`config.mk`:
```
export PLATFORM = sky130hd
export DESIGN_NAME = fetch_ctrl
export DESIGN_NICKNAME = d
export VERILOG_FILES = /design/src/rtl/proc_pkg.sv /design/src/rtl/fetch_fifo.sv /design/src/rtl/fetch_ctrl.sv
export SDC_FILE = /design/constraint.sdc
export NUM_CORES = 1
export LEC_CHECK = 0
export CAP_MARGIN = 30
export CORE_MARGIN = 2
export CORE_UTILIZATION = 30
export DETAILED_ROUTE_END_ITERATION = 12
export GPL_ROUTABILITY_DRIVEN = 0
export PLACE_DENSITY = 0.61
export SYNTH_ARGS = -nofsm -noshare
export SYNTH_HDL_FRONTEND = slang
export SYNTH_SLANG_ARGS = --single-unit
```
`constraint.sdc`:
```
create_clock -name clk -period 4.1 [get_ports clk]
set_clock_uncertainty 0.2 [all_clocks]
set_input_delay 0.41 -clock clk [delete_from_list [all_inputs] [get_ports clk]]
set_output_delay 0.41 -clock clk [all_outputs]
set_load 0.1 [all_outputs]
```
`src/rtl/proc_pkg.sv`:
```
// Shared processor definitions: fetch FSM encoding, reset PC default,
// instruction width and a PC alignment helper.
package proc_pkg;

  localparam int          INST_W           = 32;
  localparam logic [31:0] RESET_PC_DEFAULT = 32'h0000_0000;

  typedef enum logic {
    IDLE = 1'b0,
    RUN  = 1'b1
  } fetch_state_e;

  // Instruction PCs are word aligned; the low two bits are forced to zero.
  function automatic logic [31:0] align_pc(input logic [31:0] pc);
    return pc & ~32'h0000_0003;
  endfunction

endpackage

```
`src/rtl/fetch_fifo.sv`:
```
// Fetch queue: DEPTH entries of {pc, inst}, flush clears it in one cycle.
// Head data reads as zero while the queue is empty.
module fetch_fifo
  import proc_pkg::*;
#(
  parameter int DEPTH = 4,
  parameter int W     = 2 * INST_W
) (
  input  logic                     clk,
  input  logic                     rst_n,
  input  logic                     flush,
  input  logic                     wr_en,
  input  logic [W-1:0]             wr_data,
  input  logic                     rd_en,
  output logic [W-1:0]             rd_data,
  output logic                     valid,
  output logic [$clog2(DEPTH):0]   count
);

  localparam int AW = $clog2(DEPTH);

  logic [W-1:0] mem [DEPTH];
  logic [AW:0]  wr_ptr, rd_ptr;
  logic         empty, full, do_wr, do_rd;

  assign empty = (wr_ptr == rd_ptr);
  assign full  = (wr_ptr[AW] != rd_ptr[AW]) && (wr_ptr[AW-1:0] == rd_ptr[AW-1:0]);
  // A write into a full queue is accepted only when the head leaves the same cycle.
  assign do_wr = wr_en && (!full || rd_en);
  assign do_rd = rd_en && !empty;

  assign valid   = !empty;
  assign count   = wr_ptr - rd_ptr;
  assign rd_data = empty ? '0 : mem[rd_ptr[AW-1:0]];

  // Pointer update; flush wins over any read or write in the same cycle.
  // NOTE: state registers use non-blocking (<=) so every flop samples pre-edge values.
  always_ff @(posedge clk or negedge rst_n) begin
    if (!rst_n) begin
      wr_ptr <= '0;
      rd_ptr <= '0;
    end else if (flush) begin
      wr_ptr <= '0;
      rd_ptr <= '0;
    end else begin
      if (do_wr) wr_ptr <= wr_ptr + 1'b1;
      if (do_rd) rd_ptr <= rd_ptr + 1'b1;
    end
  end

  // Storage write.
  // NOTE: the array has no reset; validity lives in the pointers and the output is masked when empty.
  always_ff @(posedge clk) begin
    if (do_wr && !flush) mem[wr_ptr[AW-1:0]] <= wr_data;
  end

endmodule

```
`src/rtl/fetch_ctrl.sv`:
```
// Instruction fetch controller: issues word reads to a synchronous ROM,
// tags returning data with its PC and buffers it for decode.
module fetch_ctrl
  import proc_pkg::*;
#(
  parameter logic [31:0] RESET_PC = RESET_PC_DEFAULT,
  parameter int          ROM_AW   = 12,
  parameter int          QDEPTH   = 4
) (
  input  logic              clk,
  input  logic              rst_n,
  input  logic              fetch_en,
  input  logic              redirect_valid,
  input  logic [31:0]       redirect_pc,
  output logic              rom_req,
  output logic [ROM_AW-1:0] rom_addr,
  input  logic [31:0]       rom_rdata,
  output logic              inst_valid,
  input  logic              inst_ready,
  output logic [31:0]       inst_data,
  output logic [31:0]       inst_pc
);

  localparam int CW = $clog2(QDEPTH);

  fetch_state_e        state_q, state_d;
  logic [31:0]         pc_q;
  logic [31:0]         req_pc_q;
  logic                inflight_q;
  logic [CW:0]         fifo_count;
  logic [2*INST_W-1:0] fifo_rdata;
  logic                credit_ok;
  logic                enq;
  logic                deq;

  // Credit: queued words plus the one possibly in flight must leave room.
  assign credit_ok = ({1'b0, fifo_count} + {{(CW+1){1'b0}}, inflight_q}) < (CW+2)'(QDEPTH);

  assign rom_addr = pc_q[ROM_AW+1:2];

  // Next state and request strobe; redirect suppresses the request.
  // NOTE: every output of this block is defaulted first, so no path leaves one unassigned (no latch).
  always_comb begin
    state_d = state_q;
    rom_req = 1'b0;
    case (state_q)
      IDLE: if (fetch_en) state_d = RUN;
      RUN: begin
        if (!fetch_en) state_d = IDLE;
        else if (!redirect_valid && credit_ok) rom_req = 1'b1;
      end
      default: state_d = IDLE;
    endcase
  end

  // FSM state register.
  always_ff @(posedge clk or negedge rst_n) begin
    if (!rst_n) state_q <= IDLE;
    else        state_q <= state_d;
  end

  // Fetch PC: redirect reloads it, each issued request advances it by one word.
  always_ff @(posedge clk or negedge rst_n) begin
    if (!rst_n)              pc_q <= RESET_PC;
    else if (redirect_valid) pc_q <= align_pc(redirect_pc);
    else if (rom_req)        pc_q <= pc_q + 32'd4;
  end

  // Track the outstanding request and remember its PC for tagging the response.
  always_ff @(posedge clk or negedge rst_n) begin
    if (!rst_n) begin
      inflight_q <= 1'b0;
      req_pc_q   <= '0;
    end else begin
      inflight_q <= rom_req;
      if (rom_req) req_pc_q <= pc_q;
    end
  end

  // A response landing in the redirect cycle is dropped; no request is issued
  // in that cycle, so nothing stale can arrive the cycle after.
  assign enq = inflight_q && !redirect_valid;
  assign deq = inst_valid && inst_ready;

  fetch_fifo #(
    .DEPTH (QDEPTH),
    .W     (2 * INST_W)
  ) u_fifo (
    .clk     (clk),
    .rst_n   (rst_n),
    .flush   (redirect_valid),
    .wr_en   (enq),
    .wr_data ({req_pc_q, rom_rdata}),
    .rd_en   (deq),
    .rd_data (fifo_rdata),
    .valid   (inst_valid),
    .count   (fifo_count)
  );

  assign inst_pc   = fifo_rdata[2*INST_W-1:INST_W];
  assign inst_data = fifo_rdata[INST_W-1:0];

endmodule
```
==> impl_results.md, run 1 <==
* Status: complete, no violations
* XOR/XNOR Fraction of Synth Area at 0.850%
* Share of the synthesized area in the top cell type at 56.8%
* Met2 Track Usage GR at 20.8%
* Gr ovfl total at 0
* Share of cells above drive strength 1 at 25.2%
* Seq pwr share at 44.4%
* Yosys warns at 0
* CP Launch Type: register
* Clk sink count at 316
* Final period util at 91.5%
* Vias post-DR at 7,365
* Sequential-to-total area share from yosys stat at 69.8%
* Clock Latency Late Sink at 0.52 ns
* Top post-synthesis cells by area: edfxtp_1 57%, dfrtp_1 13%, mux4_2 11%
* Met1 Use GR at 18.1%
* Synth Area in Compound Gates at 3.18%
* CTS tree: yes
* Total Neg Setup Slack at 0 ns
* Synth Register Bits at 316
* Final Util at 38.7%
* Worst path buffer plus inverter count at 4
* Setup crit end kind: output pin
* CTS root buf: clkbuf_16
* Worst Path Class, Setup: register to output pin
* Adder-cell share of the synthesized area at 0.917%
* Total Wirelength at 29,600 µm
* Drt drc at 0
* 1st-pass router iterations at 5
* Switching power at 0.00261 W
* Fmax at 267 MHz
* Fillers at 3,971
* Port Buffer Count at 142
* Total GRT Usage at 13.2%
* DRT antenna net count at 0
* Die area at 45,400 µm²
* Switching part of the total at 29.8%
* Max-Cap Viols at 0
* Leakage at 5.45 nW
* Least-Margin Pin Slew at 1.02 ns
* Post-Place Cells at 1,455
* Die Ht at 213 µm
* Mux share of post-synthesis cell area at 13.6%
* Pins Over Slew Limit at 0
* ANT cells at 0
* Clock-pin slew on the worst setup and hold paths at 0.06 ns
* CTS buffer count at 36
* Rel. slew slack at 31.5%
* Logic pwr share at 20.5%
* Ys async rst share at 21.5%
* Syn Area/Cell at 17.1 µm²
* Top_reg_cell synth: edfxtp_1
* Max Fanout on Critical Path at 18
* Yosys top cell by area: edfxtp_1
* # nets final at 987
* Netlist cell types at 47
* Detailed placement HPWL at 18,400 µm
* Most frequent CP cell: buf_4
* Mapped cell area at 13,100 µm²
* First-pass GRT wire length at 45,100 µm
* CP top delay family: buffers and inverters
* Fin crit period at 3.75 ns
* Clock network power share at 35.1%
* Register area at 9160 µm²
* Core area at 43,100 µm²
* PwrDens at 526 nW/µm²
* Area of the multi-input gates at 3650 µm²
* Crit-path max cell delay at 0.43 ns
* Iteration-0 DRC Markers at 527
* Starting density of the core at 30.4%
* # H-tree levels at 2
* # IOs at 147
* Unrepaired setup endpoints after global routing: no
* Required @ worst endpoint at 3.49 ns
* Bufs on Longest Clock Path at 3
* Critical path cell sequence: inv_1 > ha_1 > fa_1 > xor3_1 > buf_4 > nor4_4 > buf_4 > buf_12
* Number of vias per cell at 4.85
* Mapped Cells at 767
* Combinational family with the most area after synthesis: multiplexers
* Area share of and/or/nand/nor cells after synthesis at 9.11%
* Horiz. Die Dim at 213 µm
* Final Hold Violating Endpoints at 0
* Worst VDD drop at 0.269 mV
* Area Growth Syn to Fin at 27.2%
* Antenna violations before repair at 0
* Internal at 0.00615 W
* Number of flops mapped to enable cells by yosys at 248
* Vias in the first global route at 7,476
* Rows at 76
* Crit path DAT at 3.14 ns
* Setup violators final at 0
* Met3 usage at 2.74%
* Routed wire per std cell at 19.5 µm
* Non-Filler Instances at 1,519
* GRT Max-Usage Layer: met2
* Worst min path class: input port to asynchronous set/reset pin
* Largest net degree at the start of global routing at 64
* Slowest CP cell: xor3_1
area by class of cell:
class	count	area share (%)
clock inverters	15	0.819
clock buffers	48	5.99
inverters	11	0.255
well taps	585	4.39
flip-flops and latches	316	55.0
multi-input cells	383	21.9
repair buffers	161	11.7
cell usage after synthesis, drive strengths merged (8+ instances only):
library cell and n:
or4 19, o21ai 11, nand4 16, buf 26, inv 11, dfrtp 68
nor2 26, o31ai 13, mux2 31, nand2 20, nand3 20, a31oi 18
nor2b 67, clkbuf 32, mux4 62, edfxtp 248, nor4 12, ha 8
registers in the layout, summed over array words and instances, names as in the netlist:
name and flops:
u_fifo.wr_ptr 3, u_fifo.mem 248, u_fifo.rd_ptr 3, inflight_q 1, pc_q 30, req_pc_q 30, state_q 1
layer usage:
metal	wire, µm	vias up
li1	-	3310
met1	13200	3796
met2	13900	218
met3	1610	41
met4	845	0
met5	0	-
cells by family after synthesis:
| group | Yosys count |
|---|---|
| flip-flops | 316 |
| multiplexers | 96 |
| adder cells (fa/ha/maj) | 9 |
| AO/OA/AOI/OAI | 61 |
| AND/OR/NAND/NOR | 204 |
| other | 1 |
| buffers and inverters | 69 |
| XOR/XNOR | 11 |
worst reg2reg max path: stages (launching register included):
cell     delay [ns]
dfrtp_1        0.41
inv_1          0.10
ha_1           0.20
fa_1           0.40
xor3_1         0.43
or3_1          0.80
or4_1          0.66
a31oi_1        0.18
metrics by stage:
stage	worst slack (ns)	total power, W	hold WS (ns)	cell area (µm²)
final	0.348	0.00876	0.208	16700
after CTS	0.0494	0.00890	0.185	16700
after floorplan	0.286	0.00515	-0.0856	13100
after detailed placement	0.615	0.00578	0.232	15500
after global placement	0.604	0.00574	0.232	15500
after global routing	0.146	0.00911	0.201	16700
power by group through the flow:
stage | Combinational [W] | Sequential, W | Clock [W]
final | 0.00180 | 0.00389 | 0.00307
after global routing | 0.00189 | 0.00392 | 0.00330
after CTS | 0.00183 | 0.00389 | 0.00318
after detailed placement | 0.00182 | 0.00396 | 0
after global placement | 0.00181 | 0.00394 | 0
after floorplan | 0.00128 | 0.00387 | 0
repair_timing:
action | 4_1_cts | 5_1_grt
setup buffers | 0 | 0
gates resized for setup | 0 | 1
hold buffers | 1 | 0
endpoints found under the setup margin | 0 | 11
endpoints found under the hold margin | 21 | 0
cell usage in the layout (no fill, tap or decap), types with 4 or more instances in the layout:
cell type / Yosys / final
buf_12: 0 / 40
nor4_1: 11 / 11
o211ai_1: 4 / 4
xor2_1: 5 / 5
nand4_1: 16 / 16
a31oi_1: 18 / 18
a221oi_1: 4 / 4
clkinvlp_4: 0 / 4
ha_1: 8 / 8
dfrtp_1: 68 / 66
and4_1: 4 / 4
edfxtp_1: 248 / 248
clkbuf_16: 0 / 37
mux2_2: 31 / 31
o21ai_0: 11 / 11
clkbuf_1: 32 / 8
clkinv_1: 0 / 5
mux4_2: 62 / 62
buf_4: 14 / 39
clkdlybuf4s50_1: 0 / 77
or3_1: 4 / 4
xnor2_1: 5 / 5
nor2_1: 26 / 25
or4_1: 19 / 19
o41ai_1: 4 / 4
nor2b_1: 67 / 67
o31ai_1: 13 / 13
inv_1: 11 / 10
nand2_1: 20 / 20
nand3_1: 20 / 20
final timing paths:
path | start | endpoint | slack, ns | cells past startpoint
setup / recovery | u_fifo.wr_ptr[0] | rom_req | 0.35 | 8
hold / removal | rst_n | req_pc_q[4] | 0.21 | 2
setup reg to reg | u_fifo.wr_ptr[0] | pc_q[17] | 0.64 | 7
hold reg to reg | req_pc_q[5] | u_fifo.mem[3][37] | 0.32 | 0
max in group asynchronous | rst_n | u_fifo.rd_ptr[1] | 2.57 | 3
min in group clk | fetch_en | state_q | 0.21 | 1
Note: power is estimated with default switching activity, not from simulation.
==> inputs of run 2 (changes only) <==
==> constraint.sdc (replaced) <==
create_clock -name clk -period 4.1 [get_ports clk]
set_clock_uncertainty 0.2 [all_clocks]
set_input_delay 1.025 -clock clk [delete_from_list [all_inputs] [get_ports clk]]
set_output_delay 1.025 -clock clk [all_outputs]
set_load 0.1 [all_outputs]
==> impl_results.md, run 2 (synthesis gave the netlist of run 1 again) <==
* Status: complete, no violations
* First-pass GRT wire length at 44,500 µm (-1.2%)
* CTS tree: yes
* Rel. slew slack at 51.8% (+20 points)
* ANT cells at 0 (unchanged)
* Vias in the first global route at 7,478 (+0.027%)
* Unrepaired setup endpoints after global routing: no
* Bufs on Longest Clock Path at 3 (unchanged)
* Worst VDD drop at 0.271 mV (+0.87%)
* Gr ovfl total at 0 (unchanged)
* Fin crit period at 3.92 ns (+0.167 ns)
* Detailed placement HPWL at 18,500 µm (+0.51%)
* # H-tree levels at 2 (unchanged)
* Die Ht at 213 µm (unchanged)
* Core area at 43,100 µm² (unchanged)
* Reg-to-reg endpoint: pc_q[19]
* Worst R2R Start: u_fifo.wr_ptr[0]
* Hold Slack at 0.166 ns (-0.0416 ns)
* Worst min path class: input port to asynchronous set/reset pin
* Seq pwr share at 44.4% (about the same)
* Iteration-0 DRC Markers at 516 (-2.1%)
* Pins Over Slew Limit at 0 (unchanged)
* Setup WS pre-CTS at 0.460 ns (-0.155 ns)
* Fillers at 3,932 (-0.98%)
* Post-Place Cells at 1,455 (unchanged)
* Commonest cells after routing, fill and taps aside: 248 x edfxtp_1, 75 x buf_12, 67 x nor2b_1
* Routed wire per std cell at 19.3 µm (-0.63%)
* Worst path buffer plus inverter count at 2 (-2)
* Total Wirelength at 29,400 µm (-0.69%)
* Setup violators final at 0 (unchanged)
* CP Launch Type: register
* Fmax at 255 MHz (-4.3%)
* Hold bufs inserted after CTS at 0 (-1)
* Antenna violations before repair at 0 (unchanged)
* Post-CTS setup buffers at 0 (unchanged)
* Final setup margin at 0.181 ns (-0.167 ns)
* Worst R2R Setup Slack at 0.90 ns (+0.26 ns)
* CP Capture Point: rom_req
* PwrDens at 517 nW/µm² (-1.8%)
* Drt drc at 0 (unchanged)
* CTS buffer count at 35 (-2.8%)
* Leakage at 5.54 nW (+1.6%)
* Clk sink count at 316 (unchanged)
* Horiz. Die Dim at 213 µm (unchanged)
* Port Buffer Count at 142 (unchanged)
* Max Fanout on Critical Path at 14 (-4)
* Switching part of the total at 29.8% (-0.049 points)
* Critical path cell sequence: inv_1 > ha_1 > fa_1 > xor3_2 > nor4_4 > buf_12
* Switching power at 0.00261 W (-0.20%)
* Total GRT Usage at 13.1% (-0.14 points)
* Internal at 0.00615 W (about the same)
* Max-Cap Viols at 0 (unchanged)
* Crit path DAT at 2.69 ns (-0.45 ns)
* Setup crit end kind: output pin
* Clock network power share at 33.8% (-1.3 points)
* Crit. Startpoint: u_fifo.wr_ptr[0]
* Crit-path max cell delay at 0.43 ns (about the same)
* Post-CTS Resized at 1 (+1)
* CP top delay family: adder cells
* FF-to-FF path depth at 8 (+1)
* # IOs at 147 (unchanged)
* Logic pwr share at 21.8% (+1.3 points)
* DRT antenna net count at 0 (unchanged)
* Least-Margin Pin Slew at 0.723 ns (-0.301 ns)
* Final Hold Violating Endpoints at 0 (unchanged)
* CTS root buf: clkbuf_16
* Die area at 45,400 µm² (unchanged)
* Non-Filler Instances at 1,518 (-0.066%)
* Clock Latency Late Sink at 0.51 ns (about the same)
* Share of cells above drive strength 1 at 26.3% (+1.1 points)
* # nets final at 985 (-0.20%)
* Rows at 76 (unchanged)
* Largest net degree at the start of global routing at 65 (+1.6%)
* Number of vias per cell at 4.79 (-1.2%)
* Final period util at 95.6% (+4.1 points)
* Max reg flops at 248 (unchanged)
* Required @ worst endpoint at 2.87 ns (-0.62 ns)
* Clock-pin slew on the worst setup and hold paths at 0.06 ns (about the same)
* Slowest CP cell: dfrtp_1
* CP Depth at 6 (-2)
* Starting density of the core at 30.4% (unchanged)
* Area Growth Syn to Fin at 29.4%
* Vias post-DR at 7,274 (-1.2%)
* Commonest non-fill, non-tap cell in the layout: edfxtp_1
* Worst Path Class, Setup: register to output pin
* 1st-pass router iterations at 5 (unchanged)
-- run 2: power groups by stage --
stage	Clock (W)	Combinational, W	Sequential [W]
2_1_floorplan	0	0.00128	0.00387
3_3_place_gp	0	0.00193	0.00394
3_5_place_dp	0	0.00194	0.00395
4_1_cts	0.00307	0.00194	0.00389
5_1_grt	0.00319	0.00200	0.00392
6_report	0.00297	0.00191	0.00389
-- run 2: metal layers --
metal | vias to the layer above | track usage [%] | wire length, µm
li1 | 3317 | - | -
met1 | 3709 | 17.5 | 13000
met2 | 194 | 21.2 | 13900
met3 | 54 | 2.88 | 1640
met4 | 0 | 4.29 | 795
met5 | - | 0 | 0
-- run 2: worst reg2reg max path, delay by kind of cell (launching register included) --
family | cells | cell delay (ns)
and+or+nand+nor | 2 | 0.95
buffers and inverters | 2 | 0.35
AOI/OAI and AO/OA | 1 | 0.17
DFF | 1 | 0.43
xor gates and xnor gates | 1 | 0.40
adders and majority gates | 2 | 0.61
-- run 2: metrics by stage --
stage / cell area (µm²) / utilization [%] / power, W / TNS [ns]
after detailed placement: 15900 / 36.9 / 0.00589 / 0
after global routing: 17000 / 39.4 / 0.00911 / 0
after floorplan: 13100 / - / 0.00515 / -17.27
after CTS: 17000 / 39.4 / 0.00889 / 0
after global placement: 15900 / 36.9 / 0.00587 / 0
final: 17000 / 39.4 / 0.00876 / 0
-- run 2: layout make-up --
cell class | count | area, µm² | area share, %
inverters | 11 | 42.5 | 0.251
well taps | 585 | 732 | 4.32
repair buffers | 160 | 2300 | 13.6
flip-flops and latches | 316 | 9160 | 54.0
clock buffers | 47 | 941 | 5.55
clock inverters | 16 | 138 | 0.812
multi-input cells | 383 | 3650 | 21.5
-- run 2: worst min-delay path by stage --
stage,start,endpoint,cells after the start
after global placement,req_pc_q[30],u_fifo.mem[2][62],0
final,rst_n,req_pc_q[3],1
after CTS,rst_n,req_pc_q[9],1
after detailed placement,req_pc_q[5],u_fifo.mem[0][37],0
after floorplan,req_pc_q[2],u_fifo.mem[0][34],0
after global routing,rst_n,req_pc_q[12],1
